**src/rtl/seq_det_pkg.sv**
```systemverilog
// Shared definitions for the serial pattern-detection run controller:
// FSM state encoding, default pattern and small state helpers.
package seq_det_pkg;

    typedef enum logic [1:0] {
        IDLE = 2'b00,
        ARM  = 2'b01,
        RUN  = 2'b10,
        DONE = 2'b11
    } state_t;

    localparam int              DEF_PAT_W   = 4;
    localparam logic [3:0]      DEF_RST_PAT = 4'b0101;

    function automatic logic is_busy(input state_t s);
        return (s == ARM) || (s == RUN);
    endfunction

endpackage

```
**src/rtl/seq_det_match.sv**
```systemverilog
// Serial matcher: keeps the last PAT_W-1 valid bits and how many have been
// collected since the last clear, and flags a full-window match on the current bit.
module seq_det_match #(
    parameter int PAT_W = 4
) (
    input  logic             clk,
    input  logic             reset,
    input  logic             clear,
    input  logic             en,
    input  logic             din,
    input  logic             din_valid,
    input  logic [PAT_W-1:0] pattern,
    output logic             hit,
    output logic             full
);

    localparam int FILL_W = $clog2(PAT_W) + 1;

    logic [PAT_W-2:0]  sh;
    logic [FILL_W-1:0] fill;
    logic [PAT_W-1:0]  window;

    // Oldest bit lands in the MSB, matching the pattern's bit ordering.
    assign window = {sh, din};
    assign full   = (fill == FILL_W'(PAT_W - 1));
    assign hit    = en & din_valid & full & (window == pattern);

    always_ff @(posedge clk or negedge reset) begin
        if (!reset) begin
            sh   <= '0;
            fill <= '0;
        end else if (clear) begin
            sh   <= '0;
            fill <= '0;
        end else if (en && din_valid) begin
            sh <= window[PAT_W-2:0];
            if (!full)
                fill <= fill + FILL_W'(1);
        end
    end

endmodule

```
**src/rtl/seq_det_ctrl.sv**
```systemverilog
// Run-control sequencer: holds the configuration, arms detection on start,
// counts matches and ends a run on target count, timeout or abort.
module seq_det_ctrl
    import seq_det_pkg::*;
#(
    parameter int               PAT_W   = 4,
    parameter int               CNT_W   = 8,
    parameter int               TMO_W   = 16,
    parameter logic [PAT_W-1:0] RST_PAT = PAT_W'(DEF_RST_PAT)
) (
    input  logic             clk,
    input  logic             reset,
    input  logic             cfg_we,
    input  logic [PAT_W-1:0] cfg_pattern,
    input  logic [CNT_W-1:0] cfg_target,
    input  logic [TMO_W-1:0] cfg_timeout,
    input  logic             start,
    input  logic             abort,
    input  logic             din,
    input  logic             din_valid,
    output logic             busy,
    output logic             z,
    output logic [CNT_W-1:0] match_cnt,
    output logic             done,
    output logic             tmo
);

    function automatic logic [CNT_W-1:0] sat_inc(input logic [CNT_W-1:0] v);
        return (&v) ? v : v + CNT_W'(1);
    endfunction

    state_t           state, state_nxt;
    logic [PAT_W-1:0] pattern_q;
    logic [CNT_W-1:0] target_q;
    logic [TMO_W-1:0] timeout_q;
    logic [TMO_W-1:0] tmo_cnt, tmo_cnt_nxt;

    logic start_ok;
    logic hit, full;
    logic tgt_hit, tmo_hit;
    logic cnt_en, z_nxt, done_nxt, tmo_set;

    assign busy        = is_busy(state);
    assign start_ok    = start & ~busy;
    assign tmo_cnt_nxt = tmo_cnt + TMO_W'(1);
    assign tgt_hit     = hit && (target_q != '0) && ((match_cnt + CNT_W'(1)) == target_q);
    assign tmo_hit     = busy && (timeout_q != '0) && (tmo_cnt_nxt == timeout_q);

    seq_det_match #(
        .PAT_W (PAT_W)
    ) u_match (
        .clk       (clk),
        .reset     (reset),
        .clear     (start_ok),
        .en        (busy),
        .din       (din),
        .din_valid (din_valid),
        .pattern   (pattern_q),
        .hit       (hit),
        .full      (full)
    );

    always_ff @(posedge clk or negedge reset) begin
        if (!reset)
            state <= IDLE;
        else
            state <= state_nxt;
    end

    // Abort outranks target, target outranks timeout; a match on an abort edge is dropped.
    always_comb begin
        state_nxt = state;
        cnt_en    = 1'b0;
        z_nxt     = 1'b0;
        done_nxt  = 1'b0;
        tmo_set   = 1'b0;
        case (state)
            IDLE, DONE: begin
                if (start)
                    state_nxt = ARM;
            end
            ARM, RUN: begin
                if (abort) begin
                    state_nxt = IDLE;
                end else begin
                    cnt_en = hit;
                    z_nxt  = hit;
                    if (tgt_hit) begin
                        state_nxt = DONE;
                        done_nxt  = 1'b1;
                    end else if (tmo_hit) begin
                        state_nxt = DONE;
                        tmo_set   = 1'b1;
                    end else if (state == ARM && full && din_valid) begin
                        state_nxt = RUN;
                    end
                end
            end
            default: state_nxt = IDLE;
        endcase
    end

    always_ff @(posedge clk or negedge reset) begin
        if (!reset) begin
            pattern_q <= RST_PAT;
            target_q  <= '0;
            timeout_q <= '0;
            match_cnt <= '0;
            tmo_cnt   <= '0;
            z         <= 1'b0;
            done      <= 1'b0;
            tmo       <= 1'b0;
        end else begin
            if (cfg_we && !busy) begin
                pattern_q <= cfg_pattern;
                target_q  <= cfg_target;
                timeout_q <= cfg_timeout;
            end
            z    <= z_nxt;
            done <= done_nxt;
            if (start_ok) begin
                match_cnt <= '0;
                tmo_cnt   <= '0;
                tmo       <= 1'b0;
            end else begin
                if (cnt_en)
                    match_cnt <= sat_inc(match_cnt);
                if (busy)
                    tmo_cnt <= tmo_cnt_nxt;
                if (tmo_set)
                    tmo <= 1'b1;
            end
        end
    end

endmodule

```
**config.mk**
```make
export PLATFORM = sky130hd
export DESIGN_NAME = seq_det_ctrl
export DESIGN_NICKNAME = d
export VERILOG_FILES = /design/src/rtl/seq_det_pkg.sv /design/src/rtl/seq_det_match.sv /design/src/rtl/seq_det_ctrl.sv
export SDC_FILE = /design/constraint.sdc
export NUM_CORES = 1
export LEC_CHECK = 0
export CORE_MARGIN = 2
export CORE_UTILIZATION = 52
export CTS_CLUSTER_DIAMETER = 200
export DETAILED_ROUTE_END_ITERATION = 7
export GPL_TIMING_DRIVEN = 1
export PLACE_DENSITY_LB_ADDON = 0.05
export SYNTH_ARGS = -nofsm -noshare
export SYNTH_HDL_FRONTEND = slang
export SYNTH_SLANG_ARGS = --single-unit
```
**constraint.sdc**
```tcl
create_clock -name clk -period 6 [get_ports clk]
set_input_delay 1.2 -clock clk [delete_from_list [all_inputs] [get_ports clk]]
set_output_delay 1.2 -clock clk [all_outputs]
set_load 0.05 [all_outputs]
```
# Word level (Yosys, flattened, before mapping)
# Cells that the tools add are included.
# W data, S select, Z words.
[word_totals] word_cells=80 reg_bits=63
[classes] reduce_logical=23 bitwise_logic=5 add_sub_neg=3 mux=27 eq_ne=11
[ops] cell="$mux W16" count=2
[ops] cell="$mux W8" count=3
[ops] cell="$add A16 B1 Y16 const B" count=1
[ops] cell="$eq A16 B16 Y1" count=1
[ops] cell="$reduce_bool A16 Y1" count=1
[ops] cell="$mux W3" count=5
[ops] cell="$mux W1" count=11
[ops] cell="$mux W2" count=5
[ops] cell="$add A8 B1 Y8 const B" count=1
[ops] cell="$eq A8 B8 Y1" count=1
[ops] cell="$logic_and A1 B1 Y1" count=8
[ops] cell="$reduce_and A8 Y1" count=1
[ops] cell="$reduce_bool A2 Y1" count=4
[ops] cell="$reduce_bool A8 Y1" count=1
[ops] cell="$ne A2 B2 Y1 const B" count=3
[ops] cell="$reduce_and A2 Y1" count=3
[ops] cell="$ne A5 B5 Y1 const B" count=1
[ops] cell="$and A1 B1 Y1" count=4
[ops] cell="$eq A2 B2 Y1 const B" count=2
[ops] cell="$eq A4 B4 Y1" count=1
[ops] cell="$pmux W2 S2" count=1
[ops] cell="$reduce_or A2 Y1" count=2
[ops] cell="$add A3 B1 Y3 const B" count=1
[ops] cell="$eq A3 B2 Y1 const B" count=1
[ops] cell="other kinds (5)" count=5

# Depth between registers and ports, before layout
# Gate-level depths: netlist (run 1).
[logic_depth] word_depth=12 depth_mapped=9

# Cells and area by module
# From an unflattened synthesis (run 1), not the netlist that was laid out.
[hier_totals] hier_cells=353 area_unflattened_um2=3537.1
[modules_own_cells] mod="seq_det_ctrl" area_per_inst_um2=3209.3 cells_per_inst=320 n_inst=1
[modules_own_cells] mod="seq_det_match" area_per_inst_um2=327.8 cells_per_inst=33 n_inst=1

# Least setup slack after synthesis (run 1)
# OpenSTA, ideal clock, no wires.
[synth_path] path_kind="input -> register" start="input abort" end="register tmo" slack_ns=3.339 t_arrival_ns=2.594 setup_ns=0.067 required_time_ns=5.933 cell_stages=7 path_buffers=1 cell_sequence="or2_2 -> clkbuf_1 -> nor4_1 -> and4_1 -> nand4_1 -> nor4_2 -> a22o_1"
[synth_via] elab_chain_cells=3
[synth_rtl] element="start: declaration" line_no="seq_det_ctrl.sv:18" text="input logic abort,"
[synth_rtl] element="$mux W1" line_no="seq_det_ctrl.sv:83" text="if (abort) begin"
[synth_rtl] element="$mux W1" line_no="seq_det_ctrl.sv:77" text="case (state)"
[synth_rtl] element="$reduce_bool A2 Y1 (no line)"
[synth_rtl] element="end signal: assignment" line_no="seq_det_ctrl.sv:112" text="tmo <= 1'b0;"
[synth_rtl] element="end signal: assignment" line_no="seq_det_ctrl.sv:124" text="tmo <= 1'b0;"
[synth_rtl] element="end signal: assignment" line_no="seq_det_ctrl.sv:131" text="tmo <= 1'b1;"
[synth_rtl] element="end: declaration" line_no="seq_det_ctrl.sv:25" text="output logic tmo"
# No other way between the ends.
# A chain may end at the register's enable or synchronous reset.

# Final worst setup path (run 1)
[layout_path] start="register state[0]" end="output busy"
[layout_via] elab_chain_cells=2
[layout_rtl] element="start: declaration" line_no="seq_det_ctrl.sv:32" text="state_t state, state_nxt;"
[layout_rtl] element="start signal: assignment" line_no="seq_det_ctrl.sv:67" text="state <= state_nxt;"
[layout_rtl] element="$eq A2 B1 Y1 or $eq A2 B2 Y1 (tied branches)" line_no="seq_det_pkg.sv:16" text="return (s == ARM) || (s == RUN);"
[layout_rtl] element="$logic_or A1 B1 Y1 *" line_no="seq_det_pkg.sv:16"
[layout_rtl] element="end: declaration" line_no="seq_det_ctrl.sv:21" text="output logic busy,"
# Mark *: on every way between the ends. The rest lies on a longest branch, timed or not.

==> results.py, run 1 <==
metrics = {
    "synthesis": {
        "ys.flop_type": "dfrtp_1",
        "avgSynthCellArea_sq_um": 10.2,
        "synth_area_leaders": "dfrtp_1 (42%), mux2_2 (8.7%), xnor2_1 (5.8%)",
        "syn-cell-area_sq_um": 3640,
        "yosys_warnings": 0,
        "synth_async_sr_flop_share": 1.00,
        "netlist.area_leader.share": 0.419,
        "ys_types": 58,
        "syn-instance-count": 356,
        "synth_top_area_cell": "dfrtp_1",
        "seq_area_frac_synth": 0.433,
        "synth_edf_count": 0,
        "synth_nets": 396,
        "synth-seq-cells": 63,
    },
    "timing": {
        "fmax_mhz": 309,
        "tightest_slew_ns": 1.16,
        "maxSlewViolCount": 0,
        "setup_violations": 0,
        "fin_crit_sh": 0.539,
        "clock_skew_ns": 0.00851,
        "min_period_ns": 3.23,
        "tns_ns": 0,
        "whs_ns": 0.531,
        "max-slew-margin-rel": 0.226,
        "finalHoldViolations": 0,
        "grt_setup_unrepaired": "no",
    },
    "route": {
        "vias": 2761,
        "wl_per_cell_microns": 15.8,
        "firstDrtPassIters": 4,
        "post_drt_via_cell_ratio": 5.60,
        "wl_microns": 7800,
        "drtIter0Drc": 192,
        "ant_nets": 0,
        "drc": 0,
    },
    "global_route": {
        "grt_antenna_before_repair": 0,
        "grt_pass1_vias": 2642,
        "grt.met1_usage": 0.324,
        "grt_overflow": 0,
        "track_usage": 0.219,
        "grt_pass1_wl_microns": 12900,
        "use_met2": 0.312,
        "grt_use_met3": 0.0650,
        "top_usage_layer": "met1",
        "grt_max_degree": 64,
    },
    "floorplanning": {
        "rows": 30,
        "start_util": 0.536,
        "die_x_microns": 87.7,
        "fp.dieArea_sq_um": 7690,
        "io_pins": 47,
        "die-height_microns": 87.7,
        "core_area_sq_um": 6790,
    },
    "placed_design": {
        "dp_cells": 477,
        "hpwl_microns": 5400,
        "finalWeightedCongestion": 0.862,
        "port_buffers": 46,
    },
    "clock_tree": {
        "cts_resized": 0,
        "htreeDepth": 3,
        "clkSlewWorstSetupHoldPaths_ns": 0.07,
        "clockBufferDepth": 2,
        "numCtsBuffers": 9,
        "cts_hold_buf": 0,
        "cts_tree": "yes",
        "cts_sinks": 63,
        "clk_latency_ns": 0.35,
        "cts_setup_buffers": 0,
        "clock-root-buffer": "clkbuf_8",
    },
    "setup_path": {
        "cp_slowest_cell": "clkdlybuf4s50_1",
        "cpPeakStageDelay_ns": 0.83,
        "crit_chain": "ha_1 -> inv_1 -> clkdlybuf4s50_1",
        "end_kind": "output port",
        "start_kind": "flop",
        "worstPathArrival_ns": 2.03,
        "worstPathMaxFanout": 4,
        "criticalPathCategory": "reg2out",
        "critPathRequiredTime_ns": 4.80,
    },
    "finish": {
        "register_area_sq_um": 1580,
        "fill_cells": 586,
        "final_common_cell": "dfrtp_1",
        "area_delta_synth_final_pct": 18.0,
        "multi_input_area_sq_um": 1870,
        "layout_common_cells": "dfrtp_1 (61), clkdlybuf4s50_1 (45), nand2_1 (35)",
        "antennaDiodeCount": 0,
        "post_layout_nonfiller_instances": 493,
        "drive_above_1_share": 0.151,
        "final_nets": 432,
    },
    "power": {
        "ir_worst_vdd_uv": 205,
        "p_leak_uw": 0.00170,
        "power.density_nw_per_um2": 384,
    },
    "run": {
        "drv_cap": 0,
    },
    "hold_path": {
        "worstHoldPathType": "reg2reg",
    },
    "status": {
        "status": "finished, final reports clean",
    },
}
-- stage by stage --
| stage | utilization | power, uW | area, sq um | setup WS, ns |
|---|---|---|---|---|
| 2_1_floorplan | - | 1090 | 3640 | 3.34 |
| 3_5_place_dp | 0.599 | 1230 | 4070 | 2.67 |
| 5_1_grt | 0.633 | 1760 | 4300 | 2.68 |
| 6_report | 0.633 | 1650 | 4300 | 2.77 |
| 4_1_cts | 0.633 | 1660 | 4300 | 2.76 |
| 3_3_place_gp | 0.599 | 1220 | 4070 | 2.68 |
-- cells by family after synthesis --
family	Yosys count	synth area share
AND/OR/NAND/NOR	123	0.182
flip-flops	63	0.433
AO/OA/AOI/OAI	55	0.104
XOR/XNOR	44	0.106
multiplexers	34	0.103
buffers and inverters	32	0.0546
adder cells (fa/ha/maj)	5	0.0172
-- state kept, by name, indices dropped and copies added (netlist names) --
register / cells
done: 1
match_cnt: 8
pattern_q: 4
state: 2
target_q: 8
timeout_q: 16
tmo: 1
tmo_cnt: 16
u_match.fill: 3
u_match.sh: 3
z: 1
-- layer usage --
metal	wire length (microns)	vias up
met5	0	-
met4	78	0
met2	3390	66
li1	-	1350
met3	370	7
met1	3960	1338
-- worst paths after layout --
check | cells past startpoint | start | slack (ns) | end
worst max-delay path | 3 | state[0]$_DFFE_PN0P_ | 2.77 | busy
worst min-delay path | 1 | pattern_q[1]$_DFFE_PN0P_ | 0.53 | pattern_q[1]$_DFFE_PN0P_
worst max register to register | 7 | tmo_cnt[4]$_DFFE_PN0P_ | 3.02 | tmo$_DFFE_PN0P_
worst min register to register | 1 | pattern_q[1]$_DFFE_PN0P_ | 0.53 | pattern_q[1]$_DFFE_PN0P_
max in group asynchronous | 2 | reset | 4.45 | timeout_q[10]$_DFFE_PN0P_
min in group asynchronous | 2 | reset | 1.03 | u_match.sh[0]$_DFFE_PN0P_
-- synth_stat cells, types with 10 or more instances --
| library cell | count |
|---|---|
| clkbuf_1 | 11 |
| dfrtp_1 | 61 |
| mux2_2 | 28 |
| nand2_1 | 35 |
| nand3_1 | 11 |
| nor2_1 | 18 |
| nor3_1 | 10 |
| nor4_1 | 11 |
| o22ai_1 | 18 |
| xnor2_1 | 24 |
| xor2_1 | 20 |
-- power breakdown --
part           switching (uW)  leakage, uW  internal (uW)
combinational             245     0.000784            270
sequential                154     0.000805            555
clock                     180     0.000109            247
total                     578      0.00170           1070
-- final cells by class --
type | count | area share
clock buffer | 10 | 0.0320
clock inverter | 6 | 0.0215
inverter | 9 | 0.00786
multi-input combinational | 261 | 0.434
sequential | 63 | 0.367
tap | 96 | 0.0279
timing repair buffer | 48 | 0.109
-- worst max-delay path, delay by kind of cell, from the launching register on --
family / cells / cell delay, ns
buffers and inverters: 2 / 0.98
flip-flops: 1 / 0.40
adder cells (fa/ha/maj): 1 / 0.31
Note: power is estimated with default switching activity, not from simulation.
==> inputs of run 2 (changes only) <==
- clock period: 6 -> 3.33 ns (I/O delays scaled with it)
==> run 2 against run 1 <==
Cell count up 0.61%. Via count up 0.76%. Register-to-register slack got worse by 2.5 ns. Critical endpoint is now tmo$_DFFE_PN0P_. Largest power group unchanged.
==> results.py, run 2 (same netlist as run 1, synthesis figures left out) <==
metrics = {
    "clock_tree": {
        "htreeDepth": 3,
        "cts_setup_buffers": 0,
        "cts_hold_buf": 0,
        "numCtsBuffers": 9,
        "clkSlewWorstSetupHoldPaths_ns": 0.08,
        "clockBufferDepth": 2,
        "clock-root-buffer": "clkbuf_8",
        "cts_resized": 0,
        "cts_tree": "yes",
        "clk_latency_ns": 0.34,
        "cts_sinks": 63,
    },
    "route": {
        "ant_nets": 0,
        "wl_per_cell_microns": 15.8,
        "drtIter0Drc": 165,
        "vias": 2782,
        "wl_microns": 7850,
        "drc": 0,
        "firstDrtPassIters": 4,
        "post_drt_via_cell_ratio": 5.61,
    },
    "setup_path": {
        "critPathRequiredTime_ns": 3.60,
        "worstPathMaxFanout": 9,
        "r2r-start": "tmo_cnt[12]$_DFFE_PN0P_",
        "end_kind": "flop",
        "start_kind": "flop",
        "criticalPathCategory": "reg2reg",
        "worstPathArrival_ns": 3.07,
        "critPathLaunch": "tmo_cnt[12]$_DFFE_PN0P_",
        "r2r_cells": 7,
    },
    "placed_design": {
        "post-place-ws_ns": 0.565,
        "hpwl_microns": 5630,
        "finalWeightedCongestion": 0.942,
        "port_buffers": 46,
    },
    "timing": {
        "fmax_mhz": 357,
        "clock_skew_ns": 0.0122,
        "maxSlewViolCount": 0,
        "tns_ns": 0,
        "fin_crit_sh": 0.842,
        "min_period_ns": 2.80,
        "finalHoldViolations": 0,
        "setup_violations": 0,
        "tightest_slew_ns": 0.564,
        "fin_ws_ns": 0.525,
        "max-slew-margin-rel": 0.620,
        "grt_setup_unrepaired": "no",
    },
    "run": {
        "drv_cap": 0,
    },
    "finish": {
        "final_common_cell": "dfrtp_1",
        "antennaDiodeCount": 0,
        "reg.largest.list": "timeout_q: 16 flops, tmo_cnt: 16 flops",
        "area_delta_synth_final_pct": 18.9,
        "drive_above_1_share": 0.160,
        "layout_common_cells": "dfrtp_1 (61), clkdlybuf4s50_1 (44), nand2_1 (35)",
        "final_nets": 435,
    },
    "status": {
        "status": "finished, final reports clean",
    },
    "global_route": {
        "grt_overflow": 0,
        "top_usage_layer": "met2",
        "grt_use_met3": 0.0358,
        "grt_pass1_vias": 2746,
        "grt.met1_usage": 0.321,
        "grt_pass1_wl_microns": 13100,
        "track_usage": 0.219,
        "use_met2": 0.324,
        "grt_antenna_before_repair": 0,
        "grt_max_degree": 64,
    },
    "hold_path": {
        "worstHoldPathType": "in2async",
    },
    "power": {
        "power.density_nw_per_um2": 692,
        "ir_worst_vdd_uv": 381,
        "p_leak_uw": 0.00172,
        "total_power_uw": 3000,
    },
    "floorplanning": {
        "rows": 30,
        "die_x_microns": 87.7,
        "fp.dieArea_sq_um": 7690,
        "io_pins": 47,
        "start_util": 0.536,
        "die-height_microns": 87.7,
        "core_area_sq_um": 6790,
    },
}
[run 2: cell types whose count changed in the layout (fill, tap and decap cells not counted), sizes merged]
cell and delta:
buf +4, clkbuf +1, clkdlybuf4s50 -1, inv -1
[run 2: metrics by stage]
stage,utilization,hold WS (ns),cell area (sq um),cells
after floorplan,-,0.370,3640,356
after global placement,0.604,0.518,4100,480
after detailed placement,0.604,0.529,4100,480
after CTS,0.638,0.339,4330,496
after global routing,0.638,0.351,4330,496
final,0.638,0.318,4330,496
[run 2: final cells by class]
type / instances / area (sq um)
Sequential cell: 63 / 1580
Timing Repair Buffer: 51 / 503
Fill cell: 563 / 2460
Multi-Input combinational cell: 261 / 1870
Clock inverter: 5 / 80.1
Tap cell: 96 / 120
Clock buffer: 11 / 151
Inverter: 9 / 33.8
[run 2: final timing paths]
path	to	slack, ns
min in group clk	pattern_q[3]$_DFFE_PN0P_	0.54
worst max-delay path	tmo$_DFFE_PN0P_	0.53
worst min-delay path	pattern_q[1]$_DFFE_PN0P_	0.32
max in group asynchronous	pattern_q[2]$_DFFE_PN1P_	2.72
worst max register to register	tmo$_DFFE_PN0P_	0.53
worst min register to register	pattern_q[3]$_DFFE_PN0P_	0.54
[run 2: power breakdown]
| part | total [uW] | switching [uW] | internal [uW] |
|---|---|---|---|
| clock | 764 | 303 | 461 |
| sequential | 1290 | 288 | 1000 |
| combinational | 944 | 458 | 486 |
[run 2: critical path, stage by stage (launching register included)]
cell     delay, ns
dfrtp_1       0.54
nand4_1       0.21
nor4_1        0.53
xnor2_1       0.21
o22ai_1       0.10
or4_4         0.56
nor4_2        0.40
a22o_1        0.19
[run 2: layer usage]
| metal | share of wire | vias up |
|---|---|---|
| met2 | 0.44 | 76 |
| met4 | 0.016 | 0 |
| li1 | - | 1363 |
| met5 | 0 | - |
| met1 | 0.50 | 1331 |
| met3 | 0.046 | 12 |
==> inputs of run 3 (changes only) <==
- CORE_UTILIZATION: 52 -> 50
- clock period: 3.33 -> 2.3 ns (I/O delays scaled with it)
==> run 3 against run 2 <==
Hold slack lost 0.20 ns. The flow now finishes with violations (setup timing). Critical path type unchanged. Clock skew shrank 0.0011 ns. Setup slack lost 0.53 ns.
==> results.py, run 3 (same netlist as run 1, synthesis figures left out) <==
metrics = {
    "placed_design": {
        "finalWeightedCongestion": 0.885,
        "port_buffers": 46,
        "post-place-ws_ns": -0.114,
        "hpwl_microns": 5980,
    },
    "floorplanning": {
        "fp.dieArea_sq_um": 7990,
        "die_x_microns": 89.4,
        "io_pins": 47,
        "core_area_sq_um": 7140,
        "rows": 31,
        "start_util": 0.511,
        "die-height_microns": 89.4,
    },
    "clock_tree": {
        "clkSlewWorstSetupHoldPaths_ns": 0.08,
        "clk_latency_ns": 0.34,
        "cts_tree": "yes",
        "cts_sinks": 63,
        "clock-root-buffer": "clkbuf_8",
        "cts_hold_buf": 0,
        "clockBufferDepth": 2,
        "htreeDepth": 3,
        "numCtsBuffers": 9,
    },
    "finish": {
        "final_nets": 472,
        "layout_common_cells": "dfrtp_1 (60), clkdlybuf4s50_1 (44), buf_4 (38)",
        "antennaDiodeCount": 0,
        "drive_above_1_share": 0.272,
        "final_common_cell": "dfrtp_1",
        "reg.largest.list": "timeout_q: 16 flops, tmo_cnt: 16 flops",
        "area_delta_synth_final_pct": 31.3,
    },
    "timing": {
        "min_period_ns": 2.30,
        "setup_violations": 1,
        "tns_ns": -0.00420,
        "grt_setup_unrepaired": "yes",
        "finalHoldViolations": 0,
        "tightest_slew_ns": 0.500,
        "fin_crit_sh": 1.00,
        "clock_skew_ns": 0.0112,
        "maxSlewViolCount": 0,
        "fmax_mhz": 434,
        "whs_ns": 0.118,
        "max-slew-margin-rel": 0.666,
        "fin_ws_ns": -0.00420,
    },
    "power": {
        "ir_worst_vdd_uv": 614,
        "p_leak_uw": 0.00197,
        "power.density_nw_per_um2": 951,
    },
    "route": {
        "post_drt_via_cell_ratio": 5.52,
        "drtIter0Drc": 152,
        "ant_nets": 0,
        "drc": 0,
        "vias": 2959,
        "wl_microns": 8700,
        "wl_per_cell_microns": 16.2,
        "firstDrtPassIters": 4,
    },
    "setup_path": {
        "r2r-start": "tmo_cnt[1]$_DFFE_PN0P_",
        "worstPathMaxFanout": 5,
        "critPathRequiredTime_ns": 2.57,
        "criticalPathCategory": "reg2reg",
        "start_kind": "flop",
        "critPathLaunch": "tmo_cnt[1]$_DFFE_PN0P_",
        "r2r_cells": 9,
        "worstPathArrival_ns": 2.57,
        "end_kind": "flop",
        "rrSetupSlack_ns": -0.004,
    },
    "run": {
        "drv_cap": 0,
    },
    "global_route": {
        "grt_antenna_before_repair": 1,
        "grt_pass1_wl_microns": 13400,
        "grt_pass1_vias": 2778,
        "track_usage": 0.221,
        "grt_overflow": 0,
        "grt_max_degree": 64,
    },
    "status": {
        "violations": "setup timing",
        "status": "finished with violations",
    },
    "hold_path": {
        "worstHoldPathType": "in2async",
    },
}
## run 3: worst paths after layout
kind,to
worst max-delay path,tmo$_DFFE_PN0P_
worst min-delay path,pattern_q[1]$_DFFE_PN0P_
worst max register to register,tmo$_DFFE_PN0P_
worst min register to register,pattern_q[1]$_DFFE_PN0P_
max in group asynchronous,tmo_cnt[10]$_DFFE_PN0P_
min in group clk,pattern_q[1]$_DFFE_PN0P_
## run 3: cell type report
| type | instances | area (sq um) |
|---|---|---|
| clock inverter | 6 | 85.1 |
| sequential | 63 | 1580 |
| inverter | 9 | 33.8 |
| multi-input combinational | 261 | 2020 |
| tap | 99 | 124 |
| clock buffer | 10 | 128 |
| timing repair buffer | 88 | 808 |
| fill | 606 | 2350 |
## run 3: timing repair
action                     in CTS  in global routing
setup buffers                   1                  3
cloned                          0                  0
pin swaps                       2                  5
setup endpoints to repair       4                  4
gates resized for setup         9                 21
## run 3: routing by layer
| layer | part of all wire | track usage | up-vias |
|---|---|---|---|
| met3 | 0.044 | 0.0452 | 13 |
| met5 | 0.0014 | 0 | - |
| met2 | 0.46 | 0.320 | 62 |
| li1 | - | - | 1428 |
| met4 | 0.014 | 0.0868 | 2 |
| met1 | 0.48 | 0.324 | 1454 |
## run 3: power by group
group          switching, uW  internal, uW
Combinational            776           874
Sequential               389          1450
Clock                    454           607
## run 3: stage by stage
| step | instance area (sq um) | instances | power, uW | utilization |
|---|---|---|---|---|
| global placement | 4400 | 517 | 3330 | 0.616 |
| finish | 4780 | 536 | 4550 | 0.670 |
| CTS | 4660 | 533 | 4490 | 0.653 |
| detailed placement | 4400 | 517 | 3380 | 0.616 |
| global route | 4780 | 536 | 4820 | 0.670 |
| floorplan | 3670 | 356 | 2850 | - |
## run 3: critical path, cell delays in order (launching register included)
cell      delay (ns)
dfrtp_1         0.40
ha_2            0.21
nand3_2         0.08
buf_6           0.14
or3_4           0.33
nand3_2         0.08
o221ai_2        0.09
or4_4           0.54
nor4_4          0.19
a22o_1          0.18
